$ cat src/rtl/pc_fetch.sv
// Fetch front end: owns pc and fetches over imem req/ack; valid one edge after ack, next fetch on consume.
// Holds the instruction (HOLD) until advance; stalls in REQ on slow memory, latches ERR on timeout.
module pc_fetch #(
  parameter logic [31:0] RESET_PC       = 32'h00001000,
  parameter int unsigned TIMEOUT_CYCLES = 255
) (
  input  logic        clk,
  input  logic        rst,
  input  logic [31:0] newPC,
  input  logic        advance,
  output logic [31:0] pc,
  output logic [31:0] instruction,
  output logic        valid,
  output logic [31:0] imem_addr,
  output logic        imem_req,
  input  logic        imem_ack,
  input  logic [31:0] imem_rdata,
  output logic        fetch_err
);

  localparam int CW = (TIMEOUT_CYCLES == 0) ? 1 : $clog2(TIMEOUT_CYCLES + 1);
  localparam logic [CW-1:0] T_LIM = CW'(TIMEOUT_CYCLES);

  typedef enum logic [1:0] {IDLE, REQ, HOLD, ERR} state_t;

  state_t        state, state_nxt;
  logic [CW-1:0] wait_cnt, wait_inc;
  logic          consume, timeout;

  // Saturating increment: the counter never wraps back below the limit.
  assign wait_inc = (wait_cnt == {CW{1'b1}}) ? wait_cnt : wait_cnt + CW'(1);
  assign timeout  = (TIMEOUT_CYCLES != 0) && (wait_inc == T_LIM);
  assign consume  = (state == HOLD) && advance;
  assign imem_addr = pc;

  always_ff @(posedge clk or posedge rst) begin
    if (rst) state <= IDLE;
    else     state <= state_nxt;
  end

  always_comb begin
    state_nxt = state;
    case (state)
      IDLE: state_nxt = REQ;
      REQ: begin
        if (imem_ack)     state_nxt = HOLD;
        else if (timeout) state_nxt = ERR;
      end
      HOLD: if (advance) state_nxt = REQ;
      ERR:  state_nxt = ERR;
      default: state_nxt = IDLE;
    endcase
  end

  // Outputs decode the registered state only, so reset drops imem_req immediately.
  always_comb begin
    imem_req  = 1'b0;
    valid     = 1'b0;
    fetch_err = 1'b0;
    case (state)
      REQ:  imem_req  = 1'b1;
      HOLD: valid     = 1'b1;
      ERR:  fetch_err = 1'b1;
      default: ;
    endcase
  end

  always_ff @(posedge clk or posedge rst) begin
    if (rst) begin
      pc          <= RESET_PC;
      instruction <= '0;
      wait_cnt    <= '0;
    end else begin
      if (consume)
        pc <= newPC & 32'hFFFF_FFFC;
      if (state == REQ) begin
        if (imem_ack) begin
          instruction <= imem_rdata;
          wait_cnt    <= '0;
        end else begin
          wait_cnt    <= wait_inc;
        end
      end
    end
  end

endmodule

$ cat config.mk
export PLATFORM = sky130hd
export DESIGN_NAME = pc_fetch
export DESIGN_NICKNAME = d
export VERILOG_FILES = /design/src/rtl/pc_fetch.sv
export SDC_FILE = /design/constraint.sdc
export NUM_CORES = 1
export LEC_CHECK = 0
export CAP_MARGIN = 20
export CORE_AREA = 2 2 93 95
export CTS_CLUSTER_SIZE = 8
export DETAILED_ROUTE_END_ITERATION = 16
export DIE_AREA = 0 0 95 97
export PLACE_DENSITY = 0.91
export SLEW_MARGIN = 20
export SYNTH_ARGS = -nofsm -noshare
export SYNTH_HDL_FRONTEND = slang
export SYNTH_SLANG_ARGS = --single-unit
$ cat constraint.sdc
create_clock -name clk -period 3.32 [get_ports clk]
set_clock_uncertainty 0.05 [all_clocks]
set_input_delay 0.664 -clock clk [delete_from_list [all_inputs] [get_ports clk]]
set_output_delay 0.664 -clock clk [all_outputs]
set_load 0.005 [all_outputs]
==> results of run 1 <==
power by group through the flow:
| stage | combinational (uW) | clock, uW | sequential, uW |
|---|---|---|---|
| 2_1_floorplan | 21.0 | 0 | 894 |
| 3_3_place_gp | 100 | 0 | 894 |
| 3_5_place_dp | 103 | 0 | 894 |
| 4_1_cts | 103 | 944 | 876 |
| 5_1_grt | 111 | 990 | 876 |
| 6_report | 101 | 915 | 876 |
layer usage:
layer / track usage [%] / vias to the layer above
met5: 0 / -
met2: 30.01 / 105
li1: - / 1064
met3: 5.062 / 6
met1: 18.00 / 1156
met4: 5.017 / 0
cell type report:
cell class	count	share of cell area (%)
tap	105	2.665
clock buffer	11	2.868
multi-input combinational	122	21.80
clock inverter	5	2.589
timing repair buffer	163	33.20
sequential	72	36.57
inverter	4	0.3046
through the flow:
step                      utilization (%)  hold slack (ns)  instance area [um2]  power, uW
after floorplan                         -           0.4495                 3203      914.6
after global placement              57.30           0.4375                 4661      993.9
after detailed placement            57.30           0.4425                 4661      996.4
after CTS                           60.61           0.4607                 4930       1923
after global routing                60.61           0.4778                 4930       1977
final                               60.61           0.4555                 4930       1893
sequential cells by signal, indices dropped and copies added (netlist names):
register	cells
imem_addr	30
wait_cnt	8
instruction	32
state	2
cell usage after synthesis:
cell	n
a31o_2	2
a22oi_1	1
nand3_1	4
nor2_1	4
mux2_2	62
dfstp_2	1
buf_4	37
and2_1	1
o31ai_1	3
a22o_1	1
and3_1	2
mux2i_1	1
a32o_1	1
nor3_1	2
a31oi_1	1
or2_4	1
nand3_4	1
o21a_1	3
nand4_2	1
nand4_1	1
o21ai_0	4
a311oi_1	1
dfrtp_1	71
clkbuf_2	1
ha_1	1
nand2b_1	1
buf_2	4
inv_1	4
o22a_1	1
conb_1	1
nor4b_1	1
nor2b_1	1
clkbuf_1	2
a21oi_1	6
o2111ai_1	1
nand2_1	8
and3_2	1
worst paths after layout:
kind,startpoint,endpoint,slack (ns),cells after the start
min in group asynchronous,rst,instruction[28],0.71,2
min,instruction[21],instruction[21],0.46,1
max in group asynchronous,rst,imem_addr[12],1.78,3
max,state[1],imem_req,0.71,3
max reg2reg,state[1],instruction[10],1.09,5
min reg2reg,instruction[21],instruction[21],0.46,1
logic make-up (layout without fill, tap and decap cells):
family                   count (synthesis)  in the layout  share of synthesized area (%)
AND/OR/NAND/NOR                         29             29                          5.253
adder cells (fa/ha/maj)                  1              1                         0.3919
multiplexers                            63             63                          22.19
AO/OA/AOI/OAI                           25             25                          5.371
flip-flops                              72             72                          56.49
other                                    1              4                         0.1175
buffers and inverters                   48            183                          10.19
worst register-to-register path: stages, from the launching register on:
cell      delay, ns
dfrtp_1        0.40
nand2b_1       0.24
inv_1          0.23
nand2_1        0.39
buf_4          0.41
mux2_2         0.40
==> metrics.txt, run 1 <==
DRC Markers=0; # IOs=167; Setup crit end kind=output pin; total core area=between 8000 and 9000 um2; CP required=approximately 2.6 ns; worst skew pair latency=about 0.33 ns; slowest CP cell=clkdlybuf4s50_1; CP top delay family=buffers and inverters; first-pass GRT wire length=~12000 um; Clock Tree Root=clkbuf_8; hold violation count in the final report=0; CTS Buf Count=9; Crit Path Max Fanout=12; M1 WL=around 2800 um; share of cells above drive strength 1=23.34%; Die Wd=95 um; critical path class=reg -> out; register area=1803 um2; most common cell after layout, fill and taps aside=clkdlybuf4s50_1; Critical Path Max Stage Delay=just under 0.6 ns; CTS tree=built; met3 WL=~630 um; NumNets Final=~440; sequential share of power=46.3%; vias in the first global route=between 2000 and 2500; DR top layer=met4; Yosys Warn Count=0; area of the die=between 9000 and 10000 um2; fmax=around 0.38 GHz; Sw Share=18.48%; crit path cell chain=nand2b_1 -> inv_1 -> clkdlybuf4s50_1; Yosys top cell by area=dfrtp_1; Area contributors post-synth=dfrtp_1 (56%), mux2_2 (22%), buf_4 (8.7%); Yosys reg bits=around 70; GPL Wtd Cong=around 0.76; GRT Util Overall=between 10% and 20%; Slew headroom=53.18%; sequential share of the synthesized area=a little under three fifths; area of the multi-input gates=roughly 1100 um2; GR Overflow Total=0; H-tree Lvls=3; worst slack, placed=0.5839 ns; Gates resized, CTS repair=0; clock buffer depth=2; largest net degree at the start of global routing=42; IO buf count=160; die height=slightly below 100 um; Layout area overhead=54.45%; status=finished clean; Tightest Pin Transition=around 0.7 ns; MaxCap Viol Count=0; static leakage power=~0.0022 uW; # fillers=roughly 630; non-filler cells, final=just under 500; Gate power share=5.4%; Switch Pwr=349.7 uW; ant diodes=0; DRT antenna net count=0; RSZ-0062 raised after global routing=false; setup violators final=0; CTS sink count=a little over 70; postcts setup bufs=0; pwr dens=383.9 nW/um2; crit start category=register; synthesized area per cell=approximately 13 um2; cts hold-fix bufs=0; Critical Path AT=between 1.5 and 2 ns; Setup WS post-layout=0.7075 ns; Cell Area, Synth=~3200 um2; DRT iter0 DRCs=62; Setup TNS=0 ns; commonest non-fill, non-tap cells in the layout=clkdlybuf4s50_1 (160), dfrtp_1 (71), mux2_2 (62); crit share post-route=between 70% and 80%; row count=33; library cells used by synthesis=37; peak supply drop=around 0.2 mV; Post-DP HPWL=~5700 um; Hold Path Class=reg -> reg; WP buf/inv=2; Placed Cells=~470; top cell type's share of synthesized area=a little under three fifths; Reg clk slew, reported paths=approximately 0.08 ns; cell internal pwr=around 1500 uW; Initial Util=39.24%; final worst path period need=~2.6 ns; DR vias/cell=roughly 4.8; max-slew violations=0; Clk pwr share=approximately half; drt wl/cell=between 15 and 20 um; initial antenna violation count=0; routed wl met2=a little over 4000 um; Post-Synthesis Cells=239; Via Count=2331; WL final=approximately 7500 um; DR pass1 iterations=4
Power figures use the tool's default switching activity.
==> run 2, diff against run 1 <==
Settings changed: CORE_AREA 2 2 93 95 to 2 2 98 100, DIE_AREA 0 0 95 97 to 0 0 100 102, PLACE_DENSITY 0.91 to 0.87.
Clock period 3.32 ns to 2.3 ns, I/O delays scaled along.
==> metrics.txt, run 2 (synthesis results as in run 1) <==
Crit Path Max Fanout=6 (was 12); GRT Util Overall=14.70% (was 16.49%); max-slew violations=0 (unchanged); first-pass GRT wire length=11680 um (was 11690 um); Initial Util=35.04% (was 39.24%); max reg flops=32 (unchanged); postcts setup bufs=0 (unchanged); MaxCap Viol Count=0 (unchanged); pwr dens=473.6 nW/um2 (was 383.9 nW/um2); DRT antenna net count=0 (unchanged); total core area=9109 um2 (was 8134 um2); M2 GR Usage=27.29% (was 30.01%); worst skew pair latency=0.33 ns (about the same); # IOs=167 (unchanged); fmax=about 0.46 GHz; Worst Setup SP=state[1] (unchanged); Hold Path Class=in -> async (was reg -> reg); crit start category=register (unchanged); GR peak layer=met2 (unchanged); IO buf count=160 (unchanged); Layout area overhead=53.51% (was 54.45%); GR Overflow Total=0 (unchanged); drt wl/cell=15.67 um (was 15.59 um); Setup TNS=0 ns (unchanged); H-tree Lvls=3 (unchanged); ant diodes=0 (unchanged); WL final=7695 um (was 7514 um); status=finished clean (unchanged); DR vias/cell=4.776 (was 4.836); row count=35 (was 33); met1 Use GR=16.49% (was 18.00%); reg2reg start=state[1] (unchanged); Via Count=2345 (was 2331); cts hold-fix bufs=0 (unchanged); static leakage power=0.002220 uW (was 0.002237 uW); worst hold slack=0.4330 ns (was 0.4555 ns); GPL Wtd Cong=0.8194 (was 0.7604); setup violators final=0 (unchanged); GR Layer Usage met3=4.241% (was 5.062%); most common cell after layout, fill and taps aside=clkdlybuf4s50_1 (unchanged); Reg clk slew, reported paths=0.08 ns (about the same); critical path class=reg -> out (unchanged); Gates resized, CTS repair=0 (unchanged); DR pass1 iterations=4 (unchanged); Post-DP HPWL=5815 um (was 5738 um); Critical Path AT=1.65 ns (was 1.90 ns); hold violation count in the final report=0 (unchanged); CTS tree=built (unchanged); commonest non-fill, non-tap cells in the layout=clkdlybuf4s50_1 (160), dfrtp_1 (71), mux2_2 (62) (unchanged); CTS Buf Count=9 (unchanged); die height=102 um (was 97 um); final worst path period need=about 2.2 ns; RSZ-0062 raised after global routing=false (unchanged); NumNets Final=444 (was 441); Clock Tree Root=clkbuf_8 (unchanged); Die Wd=100 um (was 95 um); crit share post-route=93.70%; area of the die=10200 um2 (was 9215 um2); DRC Markers=0 (unchanged); initial antenna violation count=0 (unchanged); share of cells above drive strength 1=24.21% (was 23.34%); CP required=1.79 ns (was 2.61 ns); total design power=2320 uW (was 1893 uW); largest net degree at the start of global routing=36 (was 42); vias in the first global route=2304 (was 2323); CTS sink count=72 (unchanged); peak supply drop=0.2600 mV (was 0.2015 mV); Top reg by flops=instruction (unchanged); clock buffer depth=2 (unchanged); Setup crit end kind=output pin (unchanged); DRT iter0 DRCs=56 (was 62)
[run 2: cell types whose count changed in the layout (fill, tap and decap cells not counted)]
cell        delta
bufinv_16      -4
clkinv_4       +1
buf_12         +2
clkinv_2       +2
inv_6          +1
clkinvlp_4     +2
inv_2          -1
buf_4          +1
clkbuf_1       -1
[run 2: path summary, 6_finish.rpt]
path                                   end  cells after the start  slack [ns]
max                               imem_req                      3        0.14
min                           imem_addr[9]                      2        0.43
max reg2reg                instruction[18]                      6        0.47
min reg2reg                instruction[23]                      1        0.46
max in group asynchronous    imem_addr[12]                      3        1.13
min in group clk           instruction[23]                      1        0.46
[run 2: where the power goes]
part | internal, uW | switching, uW | leakage, uW | total (uW)
combinational | 104 | 45.9 | 0.00116 | 150
clock | 423 | 483 | 0.0000887 | 906
sequential | 1260 | 0 | 0.000971 | 1260
[run 2: final cells by class]
cell class	count	area [um2]
Tap cell	111	138.9
Timing Repair Buffer	166	1684
Multi-Input combinational cell	122	1075
Sequential cell	72	1803
Clock inverter	6	42.54
Fill cell	776	4209
Clock buffer	10	137.6
Inverter	4	18.77
[run 2: critical path: stages, from the launching register on]
cell             delay [ns]
dfrtp_1                0.42
nand2b_1               0.27
inv_1                  0.12
clkdlybuf4s50_1        0.51
[run 2: layer usage]
metal	wire, um	up-vias
met3	548	7
met2	4064	108
met5	0	-
met1	3021	1156
met4	60	0
li1	-	1074
[run 2: metrics by stage]
step / std cells / utilization (%) / worst slack [ns] / area (um2)
finish: 491 / 53.79 / 0.1449 / 4900
global route: 491 / 53.79 / 0.02371 / 4900
CTS: 491 / 53.79 / 0.1179 / 4900
detailed placement: 475 / 51.81 / 0.4680 / 4720
global placement: 475 / 51.81 / 0.5198 / 4720
floorplan: 242 / - / 0.7265 / 3207
==> run 3, diff against run 2 <==
Settings changed: CAP_MARGIN 20 to 10, CORE_AREA 2 2 98 100 to 2 2 90 92, DIE_AREA 0 0 100 102 to 0 0 92 94, PLACE_DENSITY 0.87 to 0.95.
Clock period 2.3 ns to 2.6 ns, I/O delays scaled along.
==> metrics.txt, run 3 (synthesis results as in run 1) <==
largest net degree at the start of global routing=73 (was 36); placed cell areas=4664 um2 (was 4720 um2); reg2reg start=state[1] (unchanged); met1 Use GR=19.64% (was 16.49%); GR Layer Usage met3=4.334% (was 4.241%); cts hold-fix bufs=0 (unchanged); total core area=7607 um2 (was 9109 um2); Die Wd=92 um (was 100 um); area of the die=8648 um2 (was 10200 um2); status=finished clean (unchanged); hold violation count in the final report=0 (unchanged); CTS sink count=72 (unchanged); setup violators final=0 (unchanged); M2 GR Usage=30.15% (was 27.29%); min-delay src=instruction[0]; Setup crit end kind=output pin (unchanged); worst reg2reg path depth=5 (was 6); DRC Markers=0 (unchanged); NumNets Final=442 (was 444); FF-to-FF End=instruction[25] (was instruction[18]); H-tree Lvls=3 (unchanged); static leakage power=0.002220 uW (about the same); critical path class=reg -> out (unchanged); initial antenna violation count=0 (unchanged); worst skew pair latency=0.33 ns (about the same); DRT iter0 DRCs=75 (was 56); r2r setup slk=0.68 ns (was 0.47 ns); Crit Path Max Fanout=12 (was 6); commonest non-fill, non-tap cells in the layout=clkdlybuf4s50_1 (160), dfrtp_1 (71), mux2_2 (62) (unchanged); drt wl/cell=15.44 um (was 15.67 um); slowest CP cell=clkdlybuf4s50_1 (unchanged); most common cell after layout, fill and taps aside=clkdlybuf4s50_1 (unchanged); Clock Tree Root=clkbuf_8 (unchanged); WL final=7398 um (was 7695 um); Hold EP=instruction[0]; CTS Buf Count=9 (unchanged); GR peak layer=met2 (unchanged); Reg clk slew, reported paths=0.07 ns (was 0.08 ns); final worst path period need=around 2.4 ns; GRT Util Overall=16.93% (was 14.70%); Critical Path Max Stage Delay=0.57 ns (was 0.51 ns); Critical Path AT=1.86 ns (was 1.65 ns); hold path depth=1; CTS tree=built (unchanged); row count=32 (was 35); GPL Wtd Cong=0.8268 (was 0.8194); Setup TNS=0 ns (unchanged); Top reg by flops=instruction (unchanged); WP buf/inv=2 (unchanged); CP required=2.03 ns (was 1.79 ns); clock buffer depth=2 (unchanged); DR pass1 iterations=4 (unchanged); IO buf count=160 (unchanged); RSZ-0062 raised after global routing=false (unchanged); DRT antenna net count=0 (unchanged); max reg flops=32 (unchanged); MaxCap Viol Count=0 (unchanged); crit path cell chain=nand2b_1 -> inv_1 -> clkdlybuf4s50_1 (unchanged); Initial Util=41.96% (was 35.04%); peak supply drop=0.3324 mV (was 0.2600 mV); Post-DP HPWL=5526 um (was 5815 um); die height=94 um (was 102 um); CP top delay family=buffers and inverters (unchanged); Hold Path Class=reg -> reg (was in -> async); DR vias/cell=4.852 (was 4.776); fmax=slightly above 0.4 GHz; GR Overflow Total=0 (unchanged); vias in the first global route=2340 (was 2304); post-route cell area=4883 um2 (was 4900 um2); first-pass GRT wire length=11530 um (was 11680 um); max-slew violations=0 (unchanged); pwr dens=454.0 nW/um2 (was 473.6 nW/um2); crit share post-route=a little over nine tenths; Gates resized, CTS repair=0 (unchanged); Layout area overhead=53.00% (was 53.51%); ant diodes=0 (unchanged); share of cells above drive strength 1=23.61% (was 24.21%); # IOs=167 (unchanged); Via Count=2324 (was 2345); postcts setup bufs=0 (unchanged); crit start category=register (unchanged)
## run 3: per-layer routing
| metal | up-vias | wire length [um] |
|---|---|---|
| met5 | - | 0 |
| met4 | 0 | 111 |
| met3 | 15 | 531 |
| met2 | 121 | 3842 |
| met1 | 1123 | 2912 |
| li1 | 1065 | - |
## run 3: through the flow
stage               utilization, %  hold WS (ns)  total power [uW]  std cells  setup slack (ns)
CTS                          64.19        0.4604              2248        479            0.1583
global route                 64.19        0.4777              2323        479           0.08052
detailed placement           61.32        0.4432              1274        464            0.5361
global placement             61.32        0.4363              1270        464            0.5529
floorplan                        -        0.4495              1168        242            0.2067
finish                       64.19        0.4544              2217        479            0.1650
## run 3: worst max-delay path by stage
stage	startpoint	cells past startpoint	end
floorplan	rst	1	imem_addr[10]
global placement	state[1]	3	imem_req
detailed placement	state[1]	3	imem_req
CTS	state[1]	3	imem_req
global route	state[1]	3	imem_req
finish	state[1]	3	imem_req
## run 3: final cells by class
type | instances | area [um2]
clock buffers | 10 | 137.6
clock inverters | 5 | 81.33
fillers | 565 | 2724
inverters | 4 | 15.01
multi-input cells | 122 | 1075
flip-flops and latches | 72 | 1803
well taps | 102 | 127.6
repair buffers | 164 | 1644
## run 3: power breakdown
group | internal, uW | switching, uW
logic | 90.8 | 40.0
clock network | 561 | 406
registers | 1120 | 0
total | 1770 | 446
